### config.mk
export PLATFORM = sky130hd
export DESIGN_NAME = regset_n
export DESIGN_NICKNAME = d
export VERILOG_FILES = /design/src/rtl/regset_n.sv
export SDC_FILE = /design/constraint.sdc
export NUM_CORES = 1
export LEC_CHECK = 0
export CAP_MARGIN = 20
export CELL_PAD_IN_SITES_DETAIL_PLACEMENT = 0
export CELL_PAD_IN_SITES_GLOBAL_PLACEMENT = 1
export CORE_MARGIN = 2
export CORE_UTILIZATION = 39
export DETAILED_ROUTE_END_ITERATION = 16
export PLACE_DENSITY = 0.79
export SYNTH_ARGS = -nofsm -noshare
export SYNTH_HDL_FRONTEND = slang
export SYNTH_SLANG_ARGS = --single-unit
### constraint.sdc
create_clock -name i_clk -period 2 [get_ports i_clk]
set_input_delay 0.5 -clock i_clk [delete_from_list [all_inputs] [get_ports i_clk]]
set_output_delay 0.5 -clock i_clk [all_outputs]
set_load 0.02 [all_outputs]
### src/rtl/regset_n.sv
// Parametrised register file with write, inc/dec and pending-load scoreboard.
// Define REGSET_BYPASS_EN to forward same-cycle write data to the read ports.
module regset_n #(
  parameter int WIDTH = 8,
  parameter int DEPTH = 4,
  localparam int AW = $clog2(DEPTH)
) (
  input  logic             i_clk,
  input  logic             i_reset,
  input  logic [WIDTH-1:0] i_d,
  input  logic             i_wrEn,
  input  logic [AW-1:0]    i_wrSel,
  input  logic             i_incEn,
  input  logic             i_dec,
  input  logic [AW-1:0]    i_incSel,
  input  logic             i_lockEn,
  input  logic [AW-1:0]    i_lockSel,
  input  logic [AW-1:0]    i_busSel,
  input  logic             i_busEn,
  output logic [WIDTH-1:0] o_bus,
  output logic             o_busStall,
  input  logic [AW-1:0]    i_aluSel,
  output logic [WIDTH-1:0] o_alu,
  output logic             o_aluStall,
  output logic             o_wrap
);

  logic [WIDTH-1:0] regs_q [DEPTH];
  logic [WIDTH-1:0] regs_d [DEPTH];
  logic [DEPTH-1:0] pend_q, pend_d;
  logic             wrap_q, wrap_d;
  logic             incApplied;
  logic             aluHit, busHit, aluLockHit, busLockHit;

  // A write to the same register cancels the inc/dec, including its wrap flag.
  assign incApplied = i_incEn && !(i_wrEn && (i_wrSel == i_incSel));

  always_comb begin
    regs_d = regs_q;
    pend_d = pend_q;
    wrap_d = 1'b0;
    for (int i = 0; i < DEPTH; i++) begin
      if (i_wrEn && (i_wrSel == AW'(i))) begin
        regs_d[i] = i_d;
        pend_d[i] = 1'b0;
      end else if (i_incEn && (i_incSel == AW'(i))) begin
        regs_d[i] = i_dec ? regs_q[i] - WIDTH'(1) : regs_q[i] + WIDTH'(1);
      end
      if (i_lockEn && (i_lockSel == AW'(i))) begin
        pend_d[i] = 1'b1;
      end
    end
    if (incApplied) begin
      wrap_d = i_dec ? (regs_q[i_incSel] == '0) : (regs_q[i_incSel] == '1);
    end
  end

  always_ff @(posedge i_clk or posedge i_reset) begin
    if (i_reset) begin
      for (int i = 0; i < DEPTH; i++) begin
        regs_q[i] <= '0;
      end
      pend_q <= '0;
      wrap_q <= 1'b0;
    end else begin
      regs_q <= regs_d;
      pend_q <= pend_d;
      wrap_q <= wrap_d;
    end
  end

  assign aluLockHit = i_lockEn && (i_lockSel == i_aluSel);
  assign busLockHit = i_lockEn && (i_lockSel == i_busSel);

`ifdef REGSET_BYPASS_EN
  assign aluHit = !i_reset && i_wrEn && (i_wrSel == i_aluSel);
  assign busHit = !i_reset && i_wrEn && i_busEn && (i_wrSel == i_busSel);
`else
  assign aluHit = 1'b0;
  assign busHit = 1'b0;
`endif

  // Forwarded data clears the stall unless a new load is issued on that register.
  always_comb begin
    o_alu      = aluHit ? i_d : regs_q[i_aluSel];
    o_aluStall = pend_q[i_aluSel] && !(aluHit && !aluLockHit);
    o_bus      = '0;
    o_busStall = 1'b0;
    if (i_busEn) begin
      o_bus      = busHit ? i_d : regs_q[i_busSel];
      o_busStall = pend_q[i_busSel] && !(busHit && !busLockHit);
    end
  end

  assign o_wrap = wrap_q;

endmodule

==> metrics.yaml <==
synthesis:
  yosysTopAreaCellShare_pct: 25.8
  syn-instance-count: 395
  syn-num-nets: 448
  synthTopCellsByCount: "a21oi_1, nor2_1, dfrtp_1"
  synthFlopType: "dfrtp_1"
  synth_area_leaders: "dfrtp_1, mux4_2, ha_1, a21oi_1, nor2_1"
  synth-async-reset-ratio_pct: 100
  yosys_warnings: 0
  ys_seq_elements: 37
  synth_seq_area_share_pct: 25.8
  avgSynthCellArea_um2: 9.08
  synthesis.area_um2: 3580
  ys_types: 43
  yosysMostFrequentCell: "a21oi_1"
  synth_edf_count: 0
  yosysTopAreaCell: "dfrtp_1"
critical_path:
  crit_type: "reg -> out"
  path_max_fanout: 2
  max_stage_delay_ns: 0.46
  worstPathArrival_ns: 1.58
  start_kind: "flop"
  slowest_stage: "mux4_2"
  cp_cell_sequence: "buf_4, mux4_2, and2_4, buf_6"
  endpoint_kind: "output pin"
  required_ns: 1.50
timing:
  slew_headroom_pct: 65.2
  final-setup-viol-count: 6
  final.min_clock_period_ns: 2.08
  min_period_over_period_pct: 104
  rsz0062_at_grt: "yes"
  fmax_mhz: 480
  fin_skew_ns: 0.00879
  tightest_slew_ns: 0.522
  hold_viol_final: 0
  slew_viol_final: 0
  setup_slack_ns: -0.0815
cells_and_area:
  nets: 633
  drive_above_1_share_pct: 49.6
  final_cells: 689
  multi_input_comb_area_um2: 2960
  area_growth_pct: 65.3
  fillCellCount: 683
  diodes: 0
  seq_area_um2: 935
  fin_util_pct: 67.3
die:
  initial_core_util_pct: 40.7
  num_rows: 34
  io_pins: 44
  die_h_um: 99.9
  die_w_um: 99.9
  core_area_um2: 8810
  dieArea_um2: 9970
pwr:
  total_power_w: 0.00563
  peakVddDrop_uv: 440
  leakage_nw: 2.55
  powerDensity_nw_per_um2: 949
route:
  ant_nets: 0
  routedWlPerCell_um: 19.4
  vias: 3967
  drt-vias-per-instance: 5.76
  first_pass_iters: 5
  dr.first_iter.drc_count: 184
  finalWirelength_um: 13400
  route.detailed.drc: 0
place:
  placed_cells: 643
  dp_hpwl_um: 9570
  place_congestion: 0.943
  port_buffers: 43
min_path:
  hold_path_class: "reg -> reg"
cts:
  clk_latency_ns: 0.30
  clock_sinks: 37
  htree_levels: 2
  cts_root_buffer: "clkbuf_8"
  holdBufCountCts: 0
  cts_tree: "yes"
  clkSlewWorstSetupHoldPaths_ns: 0.08
  clk_path_buf_depth: 2
  cts_buffers: 5
global_routing:
  overflow: 0
  grtUsageTotal_pct: 26.5
  antenna_found_initial: 0
  grt_max_degree: 38
  grt_pass1_wl_um: 20500
  grt_pass1_vias: 4081
job:
  drv_cap: 0
status:
  status: "finished, violations left"
  violations: "setup timing"
sequential cells by signal, indices dropped and copies added (netlist names):
signal  flops
pend_q      4
regs_q     32
o_wrap      1
final timing paths:
kind                            startpoint         end  slack, ns  depth (start not counted)
max in group asynchronous          i_reset  regs_q[28]       0.99                          3
worst min register to register   pend_q[1]   pend_q[1]       0.52                          1
worst max register to register   regs_q[8]  regs_q[12]       0.02                          9
worst max-delay path             regs_q[8]    o_bus[0]      -0.08                          4
min in group asynchronous          i_reset  regs_q[26]       0.60                          3
worst min-delay path             pend_q[1]   pend_q[1]       0.52                          1
final cells by class:
cell class                 count  area share (%)
multi-input combinational    324            50.0
timing repair buffer         200            29.8
sequential                    37            15.8
tap                          108            2.28
clock buffer                   6            1.22
inverter                      12           0.760
clock inverter                 2           0.169
cells in the final DEF (no fill, tap or decap), drive strengths merged, types with 8 or more instances in the layout:
cell type      instances
buf                  181
a21oi                 41
nor2                  39
dfrtp                 37
nand2                 35
mux4                  26
ha                    24
o21ai                 24
clkdlybuf4s50         17
xnor2                 16
nor2b                 13
inv                   12
nor3                  12
a31oi                 10
nand3                 10
and2                   9
clkbuf                 8
a211oi                 8
cells by family after synthesis:
logic type / count (synthesis) / share of synthesized area (%)
flip-flops: 37 / 25.8
adder cells (fa/ha/maj): 28 / 10.6
AND/OR/NAND/NOR: 138 / 18.6
AO/OA/AOI/OAI: 110 / 18.9
XOR/XNOR: 21 / 5.13
multiplexers: 27 / 16.6
buffers and inverters: 34 / 4.33
critical path: cells and delay by family, from the launching register on:
family / cells / cell delay [ns]
flip-flops: 1 / 0.40
multiplexers: 1 / 0.46
AND/OR/NAND/NOR: 1 / 0.15
buffers and inverters: 2 / 0.27
power breakdown:
| group | internal, W | switching [W] | total, W | leakage, nW |
|---|---|---|---|---|
| combinational | 0.00219 | 0.00166 | 0.00385 | 2.08 |
| sequential | 0.000971 | 0.000269 | 0.00124 | 0.422 |
| clock | 0.000242 | 0.000292 | 0.000534 | 0.0450 |
stage by stage:
| stage | instance area, µm² | TNS, ns | hold WS [ns] | setup WS (ns) |
|---|---|---|---|---|
| after floorplan | 3600 | -0.0122 | 0.477 | -0.0122 |
| after global placement | 5010 | -30.54 | 0.497 | -0.853 |
| after detailed placement | 5010 | -31.76 | 0.507 | -0.903 |
| after CTS | 5510 | -0.0446 | 0.526 | -0.0241 |
| after global routing | 5930 | -0.819 | 0.536 | -0.106 |
| final | 5930 | -0.303 | 0.519 | -0.0815 |
per-layer routing:
metal,vias to the layer above,GRT usage [%],share of wire (%)
li1,1835,-,-
met1,1947,34.2,40
met2,158,47.3,51
met3,27,3.13,5.9
met4,0,7.17,2.6
met5,-,0,0
timing repair:
action                     CTS  global route
hold endpoints to repair     0             0
buffers inserted            23            17
gates cloned                 1             0
setup endpoints to repair   45            26
resized for setup          180            64
pin swaps                   25            39
Note: power is estimated with default switching activity, not from simulation.
